`config.mk`:
```
export PLATFORM = sky130hd
export DESIGN_NAME = serial_reg_loader
export DESIGN_NICKNAME = d
export VERILOG_FILES = /design/src/rtl/serial_reg_loader_pkg.sv /design/src/rtl/serial_reg_loader_uart_rx_byte.sv /design/src/rtl/serial_reg_loader.sv
export SDC_FILE = /design/constraint.sdc
export NUM_CORES = 1
export LEC_CHECK = 0
export CORE_ASPECT_RATIO = 1.4
export CORE_UTILIZATION = 50
export CTS_BUF_LIST = sky130_fd_sc_hd__clkbuf_8
export DETAILED_ROUTE_END_ITERATION = 7
export PLACE_DENSITY = 0.8
export SLEW_MARGIN = 5
export SYNTH_ARGS = -nofsm -noshare
export SYNTH_HDL_FRONTEND = slang
export SYNTH_SLANG_ARGS = --single-unit
```
`constraint.sdc`:
```
create_clock -name clk -period 2.7 [get_ports clk]
set_clock_uncertainty 0.15 [all_clocks]
set_input_delay 0.405 -clock clk [delete_from_list [all_inputs] [get_ports clk]]
set_output_delay 0.405 -clock clk [all_outputs]
set_load 0.02 [all_outputs]
```
`src/rtl/serial_reg_loader_pkg.sv`:
```
// rtl/serial_reg_loader_pkg.sv - shared states, constants and divider helper for serial_reg_loader
// Contents: bit_state_t (receiver bit FSM), byte_state_t (address/data pairing),
//           OVERSAMPLE / SAMPLE_MID, calc_div() oversample tick divider.
package serial_reg_loader_pkg;

   localparam int OVERSAMPLE = 16;
   localparam int SAMPLE_MID = 8;

   typedef enum logic [2:0] {IDLE, START, DATA, PARITY, STOP} bit_state_t;
   typedef enum logic {EXPECT_ADDR, EXPECT_DATA} byte_state_t;

   // Clocks per oversample tick, truncated, never below 1.
   function automatic int calc_div(input int clkrate, input int baudrate);
      int d;
      d = clkrate / (baudrate * OVERSAMPLE);
      return (d < 1) ? 1 : d;
   endfunction

endpackage

```
`src/rtl/serial_reg_loader_uart_rx_byte.sv`:
```
// rtl/serial_reg_loader_uart_rx_byte.sv - 16x oversampled serial byte receiver
// Ports: clk, rst_n (async active-low), rx (idle high)
//        byte_valid / byte_data : one-cycle pulse with the accepted byte
//        byte_err               : one-cycle pulse on bad stop bit (or parity)
//        busy                   : start-bit detect until stop-bit sample
//        tick                   : oversample tick, line_idle : IDLE with rx high
// Macro SERIAL_PARITY_EN selects 8E1 framing; default is 8N1.
module uart_rx_byte
   import serial_reg_loader_pkg::*;
#(
   parameter int CLKRATE  = 3_579_545,
   parameter int BAUDRATE = 9_600
) (
   input  logic       clk,
   input  logic       rst_n,
   input  logic       rx,
   output logic       byte_valid,
   output logic [7:0] byte_data,
   output logic       byte_err,
   output logic       busy,
   output logic       tick,
   output logic       line_idle
);

   localparam int DIV = calc_div(CLKRATE, BAUDRATE);
   localparam int DW  = $clog2(DIV + 1);

   logic [DW-1:0] div_cnt;
   logic          rx_meta;
   logic          rx_s;
   bit_state_t    state;
   logic [3:0]    os_cnt;
   logic [2:0]    bit_idx;
   logic [7:0]    shift;
   logic          brk;
   logic          frame_ok;

   always_ff @(posedge clk or negedge rst_n) begin
      if (!rst_n) begin
         rx_meta <= 1'b1;
         rx_s    <= 1'b1;
      end else begin
         rx_meta <= rx;
         rx_s    <= rx_meta;
      end
   end

   assign tick = (div_cnt == DW'(DIV - 1));

   always_ff @(posedge clk or negedge rst_n) begin
      if (!rst_n)
         div_cnt <= '0;
      else if (tick)
         div_cnt <= '0;
      else
         div_cnt <= div_cnt + 1'b1;
   end

`ifdef SERIAL_PARITY_EN
   logic par_bad;

   always_ff @(posedge clk or negedge rst_n) begin
      if (!rst_n)
         par_bad <= 1'b0;
      else if (state == PARITY && tick && os_cnt == 4'(OVERSAMPLE - 1))
         par_bad <= (^shift) ^ rx_s;   // even parity
   end

   assign frame_ok = rx_s & ~par_bad;
`else
   assign frame_ok = rx_s;
`endif

   assign line_idle = (state == IDLE) && rx_s;

   always_ff @(posedge clk or negedge rst_n) begin
      if (!rst_n) begin
         state      <= IDLE;
         os_cnt     <= '0;
         bit_idx    <= '0;
         shift      <= '0;
         brk        <= 1'b0;
         busy       <= 1'b0;
         byte_valid <= 1'b0;
         byte_err   <= 1'b0;
         byte_data  <= '0;
      end else begin
         byte_valid <= 1'b0;
         byte_err   <= 1'b0;
         case (state)
            IDLE: begin
               if (!rx_s) begin
                  state  <= START;
                  os_cnt <= '0;
                  busy   <= 1'b1;
               end
            end
            START: begin
               if (tick) begin
                  if (os_cnt == 4'(SAMPLE_MID - 1)) begin
                     os_cnt <= '0;
                     if (rx_s) begin
                        state <= IDLE;   // glitch, not a real start bit
                        busy  <= 1'b0;
                     end else begin
                        state   <= DATA;
                        bit_idx <= '0;
                     end
                  end else begin
                     os_cnt <= os_cnt + 4'd1;
                  end
               end
            end
            DATA: begin
               if (tick) begin
                  if (os_cnt == 4'(OVERSAMPLE - 1)) begin
                     os_cnt  <= '0;
                     shift   <= {rx_s, shift[7:1]};
                     bit_idx <= bit_idx + 3'd1;
                     if (bit_idx == 3'd7) begin
`ifdef SERIAL_PARITY_EN
                        state <= PARITY;
`else
                        state <= STOP;
`endif
                     end
                  end else begin
                     os_cnt <= os_cnt + 4'd1;
                  end
               end
            end
`ifdef SERIAL_PARITY_EN
            PARITY: begin
               if (tick) begin
                  if (os_cnt == 4'(OVERSAMPLE - 1)) begin
                     os_cnt <= '0;
                     state  <= STOP;
                  end else begin
                     os_cnt <= os_cnt + 4'd1;
                  end
               end
            end
`endif
            STOP: begin
               if (brk) begin
                  // Hold off until the line returns high so a break cannot retrigger.
                  if (rx_s) begin
                     brk   <= 1'b0;
                     state <= IDLE;
                  end
               end else if (tick) begin
                  if (os_cnt == 4'(OVERSAMPLE - 1)) begin
                     os_cnt <= '0;
                     busy   <= 1'b0;
                     if (frame_ok) begin
                        byte_valid <= 1'b1;
                        byte_data  <= shift;
                        state      <= IDLE;
                     end else begin
                        byte_err <= 1'b1;
                        if (rx_s)
                           state <= IDLE;
                        else
                           brk <= 1'b1;
                     end
                  end else begin
                     os_cnt <= os_cnt + 4'd1;
                  end
               end
            end
            default: state <= IDLE;
         endcase
      end
   end

endmodule

```
`src/rtl/serial_reg_loader.sv`:
```
// rtl/serial_reg_loader.sv - serial (address, data) byte pairs to register-write strobes
// Ports: clk, rst_n (async active-low), rx (serial in, idle high)
//        reg_we / reg_addr / reg_data : one-cycle register write
//        frame_err                    : one-cycle pulse on framing/parity error
//        busy                         : receiver inside a frame
// Macro SERIAL_PARITY_EN selects 8E1 framing in the receiver; default is 8N1.
module serial_reg_loader
   import serial_reg_loader_pkg::*;
#(
   parameter int CLKRATE   = 3_579_545,
   parameter int BAUDRATE  = 9_600,
   parameter int IDLE_BITS = 20
) (
   input  logic       clk,
   input  logic       rst_n,
   input  logic       rx,
   output logic       reg_we,
   output logic [7:0] reg_addr,
   output logic [7:0] reg_data,
   output logic       frame_err,
   output logic       busy
);

   localparam int TO_LIMIT = IDLE_BITS * OVERSAMPLE;
   localparam int TW       = $clog2(TO_LIMIT + 1);

   logic          byte_valid;
   logic          byte_err;
   logic [7:0]    byte_data;
   logic          tick;
   logic          line_idle;
   byte_state_t   pair_state;
   logic [7:0]    addr_hold;
   logic [TW-1:0] idle_cnt;
   logic          timeout;

   uart_rx_byte #(
      .CLKRATE  (CLKRATE),
      .BAUDRATE (BAUDRATE)
   ) u_rx (
      .clk        (clk),
      .rst_n      (rst_n),
      .rx         (rx),
      .byte_valid (byte_valid),
      .byte_data  (byte_data),
      .byte_err   (byte_err),
      .busy       (busy),
      .tick       (tick),
      .line_idle  (line_idle)
   );

   assign timeout = (idle_cnt == TW'(TO_LIMIT));

   // Saturating idle-line counter; any start bit (line no longer idle) clears it.
   always_ff @(posedge clk or negedge rst_n) begin
      if (!rst_n)
         idle_cnt <= '0;
      else if (!line_idle)
         idle_cnt <= '0;
      else if (tick && !timeout)
         idle_cnt <= idle_cnt + 1'b1;
   end

   always_ff @(posedge clk or negedge rst_n) begin
      if (!rst_n) begin
         pair_state <= EXPECT_ADDR;
         addr_hold  <= '0;
         reg_we     <= 1'b0;
         reg_addr   <= '0;
         reg_data   <= '0;
         frame_err  <= 1'b0;
      end else begin
         reg_we    <= 1'b0;
         frame_err <= 1'b0;
         if (byte_err) begin
            frame_err  <= 1'b1;
            pair_state <= EXPECT_ADDR;
         end else if (byte_valid) begin
            if (pair_state == EXPECT_ADDR) begin
               addr_hold  <= byte_data;
               pair_state <= EXPECT_DATA;
            end else begin
               reg_we     <= 1'b1;
               reg_addr   <= addr_hold;
               reg_data   <= byte_data;
               pair_state <= EXPECT_ADDR;
            end
         end else if (timeout && pair_state == EXPECT_DATA) begin
            pair_state <= EXPECT_ADDR;   // drop the stale address silently
         end
      end
   end

endmodule

```
* Yosys cells after proc, flatten, opt, wreduce, memory -nomap -nowiden
Cells that the tools add are included.
** Word-level totals
- Bits in registers :: 73
- Input bits :: 3
** Operators by class
- Add/sub/neg operators :: 4
- Equality and inequality tests :: 22
- Muxes and demuxes :: 55
- Reductions and logical operators :: 17
- Bitwise logic cells :: 3
** Operators by type and width (count)
- $mux W3 :: 15
- $mux W1 :: 26
- $mux W4 :: 6
- $mux W9 :: 2
- $pmux W4 S4 :: 1
- $reduce_and A8 Y1 :: 2
- $ne A2 B1 Y1 const B :: 6
- $ne A2 B2 Y1 const B :: 6
- $pmux W3 S4 :: 1
- $add A9 B1 Y9 const B :: 1
- $eq A9 B9 Y1 const B :: 1
- $reduce_and A3 Y1 :: 3
- $eq A3 B3 Y1 const B :: 2
- $pmux W3 S2 :: 1
- $reduce_and A6 Y1 :: 1
- $reduce_bool A3 Y1 :: 2
- $add A5 B1 Y5 const B :: 1
- $eq A5 B5 Y1 const B :: 1
- $mux W5 :: 1
- $reduce_and A5 Y1 :: 1
- $add A4 B1 Y4 const B :: 1
- $eq A4 B3 Y1 const B :: 1
- $eq A4 B4 Y1 const B :: 1
- $reduce_and A4 Y1 :: 1
- 13 further kinds :: 17

* Logic depth before layout (Yosys ltp)
Gate-level depths: netlist of run 1.
- Depth in word-level cells :: 5
- Mapped depth :: 8
- Mapped depth without buffers :: 6

* By module
A second synthesis of run 1 with hierarchy kept.
** Second synthesis, totals
- Cell total of the unflattened synthesis :: 254
- Area total of the unflattened synthesis :: 3234.4 um^2
** Modules (own cells, without submodules)
- uart_rx_byte :: cells an instance 144, area an instance 1749.2 um^2, instances 1
- serial_reg_loader :: cells an instance 110, area an instance 1485.2 um^2, instances 1

* Least setup slack after synthesis of run 1
OpenSTA, ideal clock, no wires.
- Path type :: register to register
- From :: reg u_rx.div_cnt[0]
- To :: reg u_rx.shift[0]
- Setup slack :: 0.462 ns
- Arrival time :: 1.963 ns
- Setup time :: 0.125 ns
- Cell stages (with the launch flop) :: 9
- Period minus slack after synthesis :: 2.238 ns
- Cell sequence :: dfrtp_1 -> inv_1 -> ha_1 -> and4b_1 -> buf_4 -> nand3_2 -> or4_4 -> buf_6 -> mux2_4
** On the way
- Longest elaborated chain between the ends :: 2
** RTL lines
- from (decl) :: RTL line serial_reg_loader_uart_rx_byte.sv:28 : logic [DW-1:0] div_cnt;
- from (signal assigned) :: RTL line serial_reg_loader_uart_rx_byte.sv:56 : div_cnt <= div_cnt + 1'b1;
- $eq A5 B5 Y1 :: RTL line serial_reg_loader_uart_rx_byte.sv:48 : assign tick = (div_cnt == DW'(DIV - 1));
- $reduce_and A3 Y1 (no line)
- to (signal assigned) :: RTL line serial_reg_loader_uart_rx_byte.sv:118 : shift <= {rx_s, shift[7:1]};
- to (decl) :: RTL line serial_reg_loader_uart_rx_byte.sv:34 : logic [7:0] shift;
Every way passes these cells.
A chain may end at the register's enable or synchronous reset.

* Worst setup path after layout of run 1
- From :: reg u_rx.div_cnt[0]
- To :: reg u_rx.shift[1]
Same word-level chain as after synthesis.

==> results_dict.tcl, run 1 <==
set metrics [dict create \
    fin_area_um2 3810 \
    yosys_warnings 0 \
    p_int_mw 1.65 \
    layout_commonest_cell "dfrtp_1" \
    power_density_nw_per_um2 550 \
    switching_share_pct 21.2 \
    hold-path-cell-count 0 \
    fin_crit_sh_pct 82.6 \
    nets 335 \
    syn_area_um2 3270 \
    p_leak_nw 1.83 \
    clock.fmax_mhz 448 \
    r2r_setup_slack_ns 0.47 \
    power.total_mw 2.10 \
    ys_ff_latch 73 \
    drc 0 \
    status "complete, no violations" \
    hold_path_end "u_rx.frame_ok" \
    dieArea_um2 6870 \
    hold_buffers 1 \
    syn-instance-count 297 \
    drt_wl_total_mm 5.80 \
    fillers 512 \
    antenna_found_initial 0 \
    mostFrequentLayoutCells "dfrtp_1, nand2_1, clkdlybuf4s50_1" \
    yosys.cell_types.count 51 \
    avgSynthCellArea_um2 11.0 \
    worst_pin_slew_ns 0.665 \
    routabilityCongestion 0.829 \
    core_um2 6250 \
    rr_endpoint "u_rx.shift[1]" \
    slew_headroom_pct 55.5 \
    io_buffers 21 \
    power_switching_mw 0.445 \
    p_seq_share_pct 52.4 \
    period_minus_slack_ns 2.23 \
    cts_made_buffers 9 \
    clk_pin_slew_ns 0.08 \
    arrival_ns 2.31 \
    min_from "u_rx.rx_meta" \
    hold_path.class "register to register" \
    finalMaxSlewViolations 0 \
    placed_cell_area_um2 3570 \
    clock_latency_ns 0.35 \
    path_max_fanout 11 \
    fin_ws_ns 0.470 \
    drt_iter0_markers 202 \
    syn_nets 307 \
    die_y_um 97.7 \
    first_pass_iters 5 \
    cts_sinks 73 \
    grt_max_degree 56 \
    grt_pass1_vias 2212 \
    area_delta_synth_final_pct 16.4 \
    final_antenna_net_count 0 \
    cp-end-kind "register" \
    root_buffer "clkbuf_8" \
    routed_via_density 5.63 \
    die_x_um 70.4 \
    overflow 0 \
    clkPwrFrac_pct 46.2 \
    setup_viol_count_final 0 \
    cts_tree "done" \
    required_ns 2.78 \
    timing.critical_path.from_type "register" \
    rsz0062_at_grt "no" \
    cts.htree.levels 3 \
    hold_violations 0 \
    via_count 2264 \
    placedCellCount 385 \
    cts.repair.resized 0 \
    routedWlPerCell_um 14.4 \
    grt_use_total_pct 18.4 \
    hpwlAfterDp_mm 4.00 \
    grt_pass1_wl_mm 10.0 \
    cap_violations 0 \
    instances_no_fill 402 \
    power_frac_comb_pct 1.4 \
    async_flop_share_pct 100 \
    r2r_start "u_rx.div_cnt[0]" \
    diodes 0 \
    reg2reg_depth 6 \
    pre_cts_slack_ns 0.469 \
    synth_edf_count 0 \
    cts_setup_buffers 0 \
    cts_buffer_depth 2 \
    rows 34 \
    synth-seq-area-share_pct 55.9 \
    path_class "register to register" \
    synth_ff_type "dfrtp_1" \
    io_pins 22 \
    setup_tns_ns 0 \
    post_route_cells_drive_above_1_share_pct 16.7 \
    peakVddDrop_v 0.000336 \
    initial_core_util_pct 52.3 \
]
## layout make-up
cell class | count | area, um2 | area share (%)
inverter | 11 | 41.3 | 1.08
timing repair buffer | 28 | 273 | 7.16
multi-input combinational | 202 | 1350 | 35.4
tap | 72 | 90.1 | 2.37
clock buffer | 10 | 138 | 3.61
clock inverter | 6 | 90.1 | 2.37
sequential | 73 | 1830 | 48.0
## flip-flops by register name, indices dropped and copies added, names as in the netlist, 3 cells and up
name / cells
u_rx.state: 3
reg_data: 8
u_rx.div_cnt: 5
u_rx.os_cnt: 4
u_rx.shift: 8
reg_addr: 8
addr_hold: 8
idle_cnt: 9
u_rx.bit_idx: 3
u_rx.byte_data: 8
## metal layers
metal,vias up,part of all wire [%],track usage [%]
met5,-,0,0
met4,0,2.1,9.08
met3,13,3.9,4.67
met2,57,50,30.0
met1,1104,44,22.5
li1,1090,-,-
## synth_stat cells, types with 2 or more instances
cell type,n,area (um2)
mux2_4,7,105
nand2b_1,4,25.0
or3_1,2,12.5
dfrtp_1,71,1780
a211oi_1,4,30.0
a21o_1,2,15.0
nand3b_1,3,22.5
xnor2_1,7,61.3
mux2i_1,3,30.0
nand4_1,6,37.5
mux2_2,19,214
nor3_1,4,20.0
and3_1,2,12.5
nand2_1,61,229
ha_1,7,87.6
o21ai_0,6,30.0
xor2_1,2,17.5
a21oi_1,5,25.0
inv_1,10,37.5
dfstp_2,2,52.6
a2111oi_0,3,26.3
a31oi_1,5,31.3
nor2_1,19,71.3
o22ai_1,3,18.8
nand3_1,5,25.0
clkbuf_1,9,33.8
and2_1,2,12.5
## worst max path at each step
stage,start,to,slack [ns],depth (start not counted)
detailed placement,u_rx.div_cnt[0],u_rx.shift[0],0.47,6
floorplan,u_rx.div_cnt[0],u_rx.shift[0],0.46,8
global placement,u_rx.div_cnt[0],u_rx.shift[6],0.51,6
global route,u_rx.os_cnt[0],u_rx.byte_data[4],0.30,5
CTS,u_rx.div_cnt[0],u_rx.shift[1],0.46,6
finish,u_rx.div_cnt[0],u_rx.shift[1],0.47,6
## logic make-up after synthesis
logic type                 after synthesis  share of synthesized area [%]
AOI/OAI and AO/OA                       37                           7.77
DFF                                     73                           55.9
buffers and inverters                   22                           2.87
and+or+nand+nor                        120                           17.7
muxes                                   29                           10.7
xor gates and xnor gates                 9                           2.41
adders and majority gates                7                           2.68
## power groups by stage
stage	clock network (mW)	logic, mW	registers (mW)
floorplan	0	0.00407	1.12
detailed placement	0	0.0296	1.12
global route	1.04	0.0351	1.10
global placement	0	0.0294	1.12
CTS	0.982	0.0309	1.10
finish	0.970	0.0292	1.10
## per-stage QoR
step / utilization, % / hold WS (ns)
5_1_grt: 60.9 / 0.217
3_5_place_dp: 57.1 / 0.199
6_report: 60.9 / 0.211
3_3_place_gp: 57.1 / 0.195
2_1_floorplan: - / -0.0406
4_1_cts: 60.9 / 0.210
## worst max-delay path, cell delays in order (launching register included)
cell and delay, ns:
dfrtp_1 0.42, inv_1 0.07, ha_1 0.19, and4b_1 0.25, nand3_2 0.11, or4_4 0.61, mux2_4 0.33
Power figures use the tool's default switching activity.
==> inputs of run 2 (changes only) <==
clock period = 2.22 ns   (was 2.7 ns; I/O delays follow)
==> results_dict.tcl, run 2 (same netlist as run 1, synthesis figures left out) <==
set metrics [dict create \
    nets 339 \
    power.total_mw 2.54 \
    cts_setup_buffers 0 \
    routabilityCongestion 0.840 \
    drt_wl_total_mm 5.91 \
    layout_commonest_cell "dfrtp_1" \
    diodes 0 \
    drc 0 \
    peakVddDrop_v 0.000388 \
    grt_max_degree 74 \
    area_delta_synth_final_pct 17.6 \
    worst_pin_slew_ns 0.676 \
    routed_via_density 5.66 \
    io_buffers 21 \
    r2r_start "u_rx.div_cnt[0]" \
    core_um2 6250 \
    hold_path.class "register to register" \
    top_register "idle_cnt" \
    power_density_nw_per_um2 660 \
    cts_buffer_depth 2 \
    clk_pin_slew_ns 0.08 \
    pre_cts_slack_ns 0.0423 \
    cp-end-kind "register" \
    antenna_found_initial 0 \
    cts_sinks 73 \
    finalMaxSlewViolations 0 \
    timing.critical_path.from_type "register" \
    p_leak_nw 1.84 \
    arrival_ns 2.25 \
    routedWlPerCell_um 14.5 \
    mostFrequentLayoutCells "dfrtp_1, nand2_1, clkdlybuf4s50_1" \
    cts_made_buffers 9 \
    io_pins 22 \
    fin_crit_sh_pct 98.0 \
    cts.htree.levels 3 \
    root_buffer "clkbuf_8" \
    setup.worst_path.end "u_rx.shift[2]" \
    reg2reg_depth 6 \
    dieArea_um2 6870 \
    overflow 0 \
    hold_violations 0 \
    grt_pass1_wl_mm 10.2 \
    rr_endpoint "u_rx.shift[2]" \
    cap_violations 0 \
    drt_iter0_markers 146 \
    grt_pass1_vias 2217 \
    largest_reg_flops 9 \
    clock.fmax_mhz 460 \
    die_x_um 70.4 \
    first_pass_iters 4 \
    hpwlAfterDp_mm 3.89 \
    period_minus_slack_ns 2.17 \
    fin_hold_ws_ns 0.207 \
    cts_tree "done" \
    post_route_cells_drive_above_1_share_pct 18.0 \
    fillers 516 \
    slew_headroom_pct 54.3 \
    grt_use_total_pct 19.1 \
    via_count 2296 \
    initial_core_util_pct 52.3 \
    rows 34 \
    die_y_um 97.7 \
    path_class "register to register" \
    clock_latency_ns 0.34 \
    setup_viol_count_final 0 \
    r2r_setup_slack_ns 0.05 \
    final_antenna_net_count 0 \
    path_max_fanout 6 \
    rsz0062_at_grt "yes" \
    fin_ws_ns 0.0455 \
    startpoint "u_rx.div_cnt[0]" \
    required_ns 2.30 \
    status "complete, no violations" \
]
-- run 2: changes by cell type in the layout (fill, tap and decap cells not counted) --
cell | before | now
or4_4 | 1 | 2
buf_4 | 5 | 8
ha_2 | 0 | 1
ha_1 | 7 | 6
-- run 2: repair_timing --
item	4_1_cts	5_1_grt
setup endpoints to repair	0	8
hold endpoints to repair	71	0
gates resized for setup	0	1
hold buffers	1	0
-- run 2: per-layer routing --
| layer | GRT usage [%] | share of wire [%] | wire length [um] |
|---|---|---|---|
| met4 | 11.7 | 3.0 | 180 |
| met1 | 22.6 | 42 | 2500 |
| met5 | 0 | 0 | 0 |
| met2 | 31.4 | 51 | 3020 |
| met3 | 3.73 | 3.5 | 205 |
-- run 2: worst min path at each step --
stage,startpoint,end,slack [ns],depth (start not counted)
6_report,u_rx.rx_meta,u_rx.frame_ok,0.21,0
5_1_grt,u_rx.rx_meta,u_rx.frame_ok,0.22,0
4_1_cts,u_rx.rx_meta,u_rx.frame_ok,0.21,0
3_5_place_dp,u_rx.rx_meta,u_rx.frame_ok,0.20,0
3_3_place_gp,u_rx.rx_meta,u_rx.frame_ok,0.20,0
2_1_floorplan,rst_n,addr_hold[0],-0.11,0
-- run 2: layout make-up --
class	instances	area [um2]	share of cell area, %
Clock buffer	10	138	3.58
Multi-Input combinational cell	203	1360	35.4
Tap cell	72	90.1	2.34
Inverter	11	41.3	1.07
Clock inverter	6	90.1	2.34
Timing Repair Buffer	31	295	7.68
Sequential cell	73	1830	47.6
-- run 2: stage by stage --
step	instances	TNS [ns]	utilization [%]	cell area, um2
floorplan	297	0	-	3280
global placement	388	0	57.5	3600
detailed placement	388	0	57.5	3600
CTS	405	0	61.3	3830
global route	406	-0.115	61.5	3840
finish	406	0	61.5	3840
-- run 2: critical path, cell delays in order, from the launching register on --
cell and delay, ns:
dfrtp_1 0.41, inv_1 0.08, ha_2 0.20, and4b_1 0.24
nand3_2 0.14, or4_4 0.53, mux2_4 0.33
-- run 2: power breakdown --
group          internal, mW  switching, mW
Clock                 0.667          0.500
Combinational       0.00887         0.0272
Sequential             1.33        0.00292
Total                  2.01          0.530
